[src/rtl/mos_ctrl_seq.sv]
// Control sequencer for the MOS/CMOS switch stage: one gated pulse per request
// (data setup with switch off, fixed on window, guard window), all outputs registered.
module mos_ctrl_seq #(
   parameter int SETUP_CYC = 2,
   parameter int ON_CYC    = 4,
   parameter int GUARD_CYC = 1,
   parameter int CNT_W     = 8
) (
   input  logic clk,
   input  logic rst_n,
   input  logic start,
   input  logic abort,
   input  logic data_in,
   output logic din,
   output logic nctrl,
   output logic pctrl,
   output logic busy,
   output logic done
);

   typedef enum logic [1:0] {
      IDLE  = 2'd0,
      SETUP = 2'd1,
      ON    = 2'd2,
      GUARD = 2'd3
   } state_t;

   localparam logic [CNT_W-1:0] CNT_ZERO   = {CNT_W{1'b0}};
   localparam logic [CNT_W-1:0] CNT_ONE    = CNT_W'(1);
   localparam logic [CNT_W-1:0] SETUP_LAST = CNT_W'(SETUP_CYC - 1);
   localparam logic [CNT_W-1:0] ON_LAST    = CNT_W'(ON_CYC - 1);
   localparam logic [CNT_W-1:0] GUARD_LAST = CNT_W'(GUARD_CYC - 1);

   state_t           state_r;
   logic [CNT_W-1:0] cnt_r;

   // Phase sequencing with outputs computed alongside the next state, so every output is a flop
   always_ff @(posedge clk or negedge rst_n) begin
      if (!rst_n) begin
         state_r <= IDLE;
         cnt_r   <= CNT_ZERO;
         din     <= 1'b0;
         nctrl   <= 1'b0;
         pctrl   <= 1'b1;
         busy    <= 1'b0;
         done    <= 1'b0;
      end else begin
         done <= 1'b0;
         case (state_r)
            IDLE: begin
               if (start) begin
                  state_r <= SETUP;
                  cnt_r   <= CNT_ZERO;
                  din     <= data_in;
                  busy    <= 1'b1;
               end else begin
                  state_r <= IDLE;
               end
            end
            SETUP: begin
               // abort skips the on window entirely but the guard still runs
               if (abort) begin
                  state_r <= GUARD;
                  cnt_r   <= CNT_ZERO;
               end else if (cnt_r == SETUP_LAST) begin
                  state_r <= ON;
                  cnt_r   <= CNT_ZERO;
                  nctrl   <= 1'b1;
                  pctrl   <= 1'b0;
               end else begin
                  cnt_r <= cnt_r + CNT_ONE;
               end
            end
            ON: begin
               if (abort || (cnt_r == ON_LAST)) begin
                  state_r <= GUARD;
                  cnt_r   <= CNT_ZERO;
                  nctrl   <= 1'b0;
                  pctrl   <= 1'b1;
               end else begin
                  cnt_r <= cnt_r + CNT_ONE;
               end
            end
            GUARD: begin
               if (cnt_r == GUARD_LAST) begin
                  state_r <= IDLE;
                  cnt_r   <= CNT_ZERO;
                  busy    <= 1'b0;
                  done    <= 1'b1;
               end else begin
                  cnt_r <= cnt_r + CNT_ONE;
               end
            end
            default: begin
               state_r <= IDLE;
               cnt_r   <= CNT_ZERO;
               nctrl   <= 1'b0;
               pctrl   <= 1'b1;
               busy    <= 1'b0;
            end
         endcase
      end
   end

endmodule

[config.mk]
export PLATFORM = sky130hd
export DESIGN_NAME = mos_ctrl_seq
export DESIGN_NICKNAME = d
export VERILOG_FILES = /design/src/rtl/mos_ctrl_seq.sv
export SDC_FILE = /design/constraint.sdc
export NUM_CORES = 1
export LEC_CHECK = 0
export CORE_ASPECT_RATIO = 0.8
export CORE_MARGIN = 4
export CORE_UTILIZATION = 44
export CTS_CLUSTER_DIAMETER = 80
export DETAILED_ROUTE_END_ITERATION = 10
export SYNTH_ARGS = -nofsm -noshare
export SYNTH_HDL_FRONTEND = slang
export SYNTH_SLANG_ARGS = --single-unit
[constraint.sdc]
create_clock -name clk -period 5.2 [get_ports clk]
set_clock_uncertainty 0.1 [all_clocks]
set_input_delay 1.04 -clock clk [delete_from_list [all_inputs] [get_ports clk]]
set_output_delay 1.04 -clock clk [all_outputs]
set_load 0.02 [all_outputs]
* Word-level counts from Yosys, hierarchy flattened
Cells that the tools add are included.
Storage, ports and cells: flip-flop bits (word level) 15, input bits 5, word-level logic and storage cells 53
Operators by class: eq/ne operators 11, add/subtract/negate cells 1, reductions and logical operators 9, muxes and demuxes 25
Operators with widths (count):
- 2-to-1 mux 8 bit | 5
- one-hot mux 8 bit (4 select lines) | 1
- 2-to-1 mux 1 bit | 11
- inequality test 2 bit, second input constant | 5
- adder 8 x 1 -> 8 bit, second input constant | 1
- equality test 8 x 1 -> 1 bit, second input constant | 1
- equality test 8 x 2 -> 1 bit, second input constant | 1
- logical NOT 8 bit | 1
- 2-to-1 mux 2 bit | 4
- one-hot mux 2 bit (4 select lines) | 1
- one-hot mux 1 bit (2 select lines) | 3
- AND reduction 3 bit | 2
- equality test 2 bit, second input constant | 2
- AND reduction 4 bit | 1
- nonzero test 2 bit | 2
- inequality test 3 bit, second input constant | 1
- equality test 2 x 1 -> 1 bit, second input constant | 1
- logical NOT 2 bit | 1
- AND reduction 2 bit | 1
- logical OR 1 bit | 1

* Logic depth before layout (Yosys ltp)
depth in word-level cells 4, gate-level depth with buffers 8

* Worst setup path before layout
No wires, ideal clock.
kind input port to flip-flop, start input port abort, end register cnt_r[3], stages 4, arrival 2.050 ns, setup slack 2.968 ns, path buffers 0, path through a311oi_1 o31ai_2 or4_1 o21ai_0
Between the ends: word-level cells in the longest chain between the ends 3, elaborated cells between the ends (all ways) 4, those cells by class 3 x mux; 1 x reduce/logical
Ends and longest elaborated chain:
- start: declaration | line 12 | input logic abort,
- logical OR 1 bit | line 75 | if (abort || (cnt_r == ON_LAST)) begin
- 2-to-1 mux 8 bit | line 75
- one-hot mux 8 bit (4 select lines) (*) | line 49 | case (state_r)
- end signal: assignment | line 71 | cnt_r <= cnt_r + CNT_ONE;
- end signal: assignment | line 81 | cnt_r <= cnt_r + CNT_ONE;
- end signal: assignment | line 91 | cnt_r <= cnt_r + CNT_ONE;
- end: declaration | line 35 | logic [CNT_W-1:0] cnt_r;
Every way passes the cells marked *; elsewhere a longest branch is shown, timed or not. A chain may end at the register's enable or synchronous reset.

* Worst setup path after layout
Same ends and word-level chain as after synthesis.

==> results.txt <==
The number of H-tree levels is 1. The initial antenna violation count came out at 0. The fraction of final layout cells sized beyond drive strength 1 is 9.009%. The mux share of post-synthesis cell area is 6.199%. The maximum count of clock buffers along a single path is 2.

The site row count is 14. The number of buffers added for setup after CTS came out at 0. The part of the power in combinational logic is 50.7%. Internal power comes to 288.8 uW. The average vias per placed instance is 5.422. The antenna cell count came out at 0. Once the clock tree was built, the resizer swapped 0 gates to a different size. The start point of the worst min-delay path is din$_DFFE_PN0P_. For this configuration, the core starts out at a cell density of a little under half. In the routed design, unresolved DRC markers number 0. The complex-gate fraction of the synthesized area came out at ~16%. The mean instance size in the synthesized netlist is 9.284 um2.

The launch instance of the worst register-to-register path is cnt_r[2]$_DFFE_PN0P_. The first TritonRoute pass finished after 4 iterations. The number of max-cap violations is 0.

The x dimension of the die is about 60 um. In the final timing run, aggregate negative setup slack is 0 ps. The number of cells on the worst hold path is 1. The clock latency reported for the late side of the worst-skew pair came out at roughly 290 ps. The HPWL after detailed placement came out at about 1.4 mm.

The CTS buffer count came out at 3. The data arrival at the endpoint of the critical path came out at 2710 ps. The total count of max-transition violations in the final report is 0. The biggest area consumer among synthesized cells is sky130_fd_sc_hd__dfrtp_1. In the global route stage, overall resource usage came out at 14.44%. The number of distinct library cell variants in the gate-level netlist after synthesis is 28.

The adder-cell share of the synthesized area came out at 10.78%. The remaining global-route overflow came out at 0. The parity-gate share of the synthesized area counting xor and xnor cells is 0%.

The area fraction of the dominant cell type after synthesis came out at between 30% and 40%. The placeable core region is 1944 um2. Sequential cells burn 35.2% of the power. The vertical extent of the die came out at 49.09 um. The worst hold path belongs to the class reg -> reg. STA classifies the critical path startpoint as an input port.

The combined area of all synthesized cells came out at about 930 um2. The cell count after synthesis came out at 100. The top cell types in the final layout, fill and taps aside, are sky130_fd_sc_hd__inv_1, sky130_fd_sc_hd__dfrtp_1, sky130_fd_sc_hd__o21ai_0. Static timing analysis puts the maximum clock frequency at 0.3855 GHz. The tree built by TritonCTS fans out to 15 sinks. The number of failing hold endpoints at the final stage is 0. The sequential cell area fraction in the yosys report came out at ~41%. Setup repair after global routing left no endpoint under its margin. Routability-driven placement finished with a final weighted congestion of 0.7924. The share of total power in the clock network is 14.2%. After synthesis, the largest family of logic cells by area is simple AND/OR/NAND/NOR gates.

The area growth from synthesis to layout is 14.29%. Summed over all nets, the switching power comes to 200.9 uW. The basic-gate share of the synthesized area counting and, or, nand and nor cells came out at 19.27%. The worst pin sits at a relative slew slack of about 56%. The cell sitting at the root of the clock tree is a sky130_fd_sc_hd__clkbuf_4. The final routed wire length divided by cell count is around 13 um. The number of global-route vias before repair is 712. The worst path required time came out at 5320 ps. The antenna violation net count after detailed routing is 0. The total of buffers placed on input and output ports came out at 9.

The worst path uses about 50% of the clock period. The clock edge transition at the registers on the reported setup and hold paths is ~90 ps. After detailed routing, the total wire length is 1.804 mm. The worst reg-to-reg path cell count is 5. The terminus of the critical flop-to-flop path is cnt_r[7]$_DFFE_PN0P_. The shortest clock period the worst path allows after layout is 2594 ps. Hold repair after CTS inserted 0 buffers.

The setup slack of the most critical reg-to-reg path is 3000 ps. The worst-path maximum fanout came out at 9. By area the synthesized netlist is led by sky130_fd_sc_hd__dfrtp_1, sky130_fd_sc_hd__ha_1, sky130_fd_sc_hd__inv_1. The total number of nets in the final design is around 130. At the pin with the least slew margin, the transition time is 654.7 ps. The global-route wire length before repair is 3.153 mm. The net switching share of the total power came out at 41.03%. The run finished with clean final reports.

Across all setup checks in the final design, the least slack found is ~2600 ps. The standby leakage power is 0.0004557 uW. The path with the worst hold slack has its endpoint at din$_DFFE_PN0P_.

The sort of element at the end of the critical path is a flop. The CTS tree is built. The final setup violation count is 0. The count of warnings emitted by yosys came out at 0.

Entering global routing, the biggest net connects 16 pins. The number of nets handed over by synthesis was 113. The via count is 732. Pin placement for this block handled 10 I/O pins. For this block, the initial DRC count from the detailed router was 17. The worst IR drop on VDD is 0.2951 mV. The worst setup slack after placement is around 2300 ps. The power density of the placed cells is 461.5 nW/um2. The number of register bits inferred by synthesis is 15.

The class of the most critical setup path is in -> reg. The floorplan die area is 2913 um2.
## power by group through the flow
stage,Sequential (uW),Clock [uW],Combinational (uW)
detailed placement,175,0,249
global placement,174,0,249
global route,177,79.4,283
CTS,172,73.0,252
floorplan,192,0,167
finish,172,69.3,248
## cell type report
| cell class | instances | area [um2] |
|---|---|---|
| sequential | 15 | 376.6 |
| timing repair buffer | 9 | 90.09 |
| clock buffer | 3 | 22.52 |
| clock inverter | 1 | 5.005 |
| inverter | 14 | 52.55 |
| fill | 182 | 883.3 |
| multi-input combinational | 69 | 484.2 |
| tap | 24 | 30.03 |
## Yosys cell counts
cell,number
sky130_fd_sc_hd__buf_6,1
sky130_fd_sc_hd__a21oi_1,3
sky130_fd_sc_hd__mux2_4,1
sky130_fd_sc_hd__nand2b_1,1
sky130_fd_sc_hd__o22ai_1,1
sky130_fd_sc_hd__nor2b_1,1
sky130_fd_sc_hd__o31ai_2,1
sky130_fd_sc_hd__nor4_4,1
sky130_fd_sc_hd__nand2_1,9
sky130_fd_sc_hd__ha_1,8
sky130_fd_sc_hd__a31oi_1,5
sky130_fd_sc_hd__nor4_1,2
sky130_fd_sc_hd__dfstp_2,1
sky130_fd_sc_hd__mux2_2,2
sky130_fd_sc_hd__nor3_1,1
sky130_fd_sc_hd__nand4_1,1
sky130_fd_sc_hd__or3_1,3
sky130_fd_sc_hd__nor4b_1,1
sky130_fd_sc_hd__o21ai_0,10
sky130_fd_sc_hd__clkbuf_1,1
sky130_fd_sc_hd__nor2_1,6
sky130_fd_sc_hd__dfrtp_1,14
sky130_fd_sc_hd__or4_1,3
sky130_fd_sc_hd__a311oi_1,2
sky130_fd_sc_hd__inv_1,14
sky130_fd_sc_hd__a21o_1,2
sky130_fd_sc_hd__mux2i_1,2
sky130_fd_sc_hd__nand3_1,3
## state kept, by name, indices dropped and copies added, names as in the netlist
name	count
state_r	2
cnt_r	8
done	1
din	1
nctrl	1
pctrl	1
busy	1
## per-stage QoR
step | util, % | hold slack [ps] | instance area [um2] | cells | power, uW
finish | 54.57 | 413.3 | 1061 | 135 | 489.7
global route | 54.57 | 429.7 | 1061 | 135 | 539.1
CTS | 54.57 | 419.9 | 1061 | 135 | 497.2
detailed placement | 53.15 | 396.2 | 1033 | 131 | 424.3
global placement | 53.15 | 389.0 | 1033 | 131 | 422.5
floorplan | - | 397.2 | 928.4 | 100 | 359.3
## per-layer routing
layer  track usage (%)  vias up  share of wire, %
met3             5.556        5               5.5
met2             19.09       14                41
met4             5.660        0               1.6
met1             20.68      333                52
li1                  -      380                 -
met5                 0        -                 0
## cell families (layout without fill, tap and decap cells)
family          count (synthesis)  after routing
compound gates                 24             24
fa+ha+maj                       8              8
buf+inv                        16             27
flops                          15             15
mux                             5              5
simple gates                   32             32
## worst max-delay path, stage by stage
cell and delay, ps:
sky130_fd_sc_hd__clkdlybuf4s50_1 500, sky130_fd_sc_hd__a311oi_1 390, sky130_fd_sc_hd__o31ai_2 210, sky130_fd_sc_hd__or4_1 480, sky130_fd_sc_hd__o21ai_0 90
## worst max-delay path by stage
stage / start / endpoint / slack [ps] / cells past startpoint
finish: abort / cnt_r[3]$_DFFE_PN0P_ / 2610 / 5
global route: abort / cnt_r[3]$_DFFE_PN0P_ / 2520 / 5
floorplan: abort / cnt_r[3]$_DFFE_PN0P_ / 2970 / 4
CTS: abort / cnt_r[3]$_DFFE_PN0P_ / 2620 / 5
detailed placement: abort / cnt_r[3]$_DFFE_PN0P_ / 2300 / 5
global placement: abort / cnt_r[4]$_DFFE_PN0P_ / 2380 / 5
No activity file was read; power rests on OpenSTA's default activity.
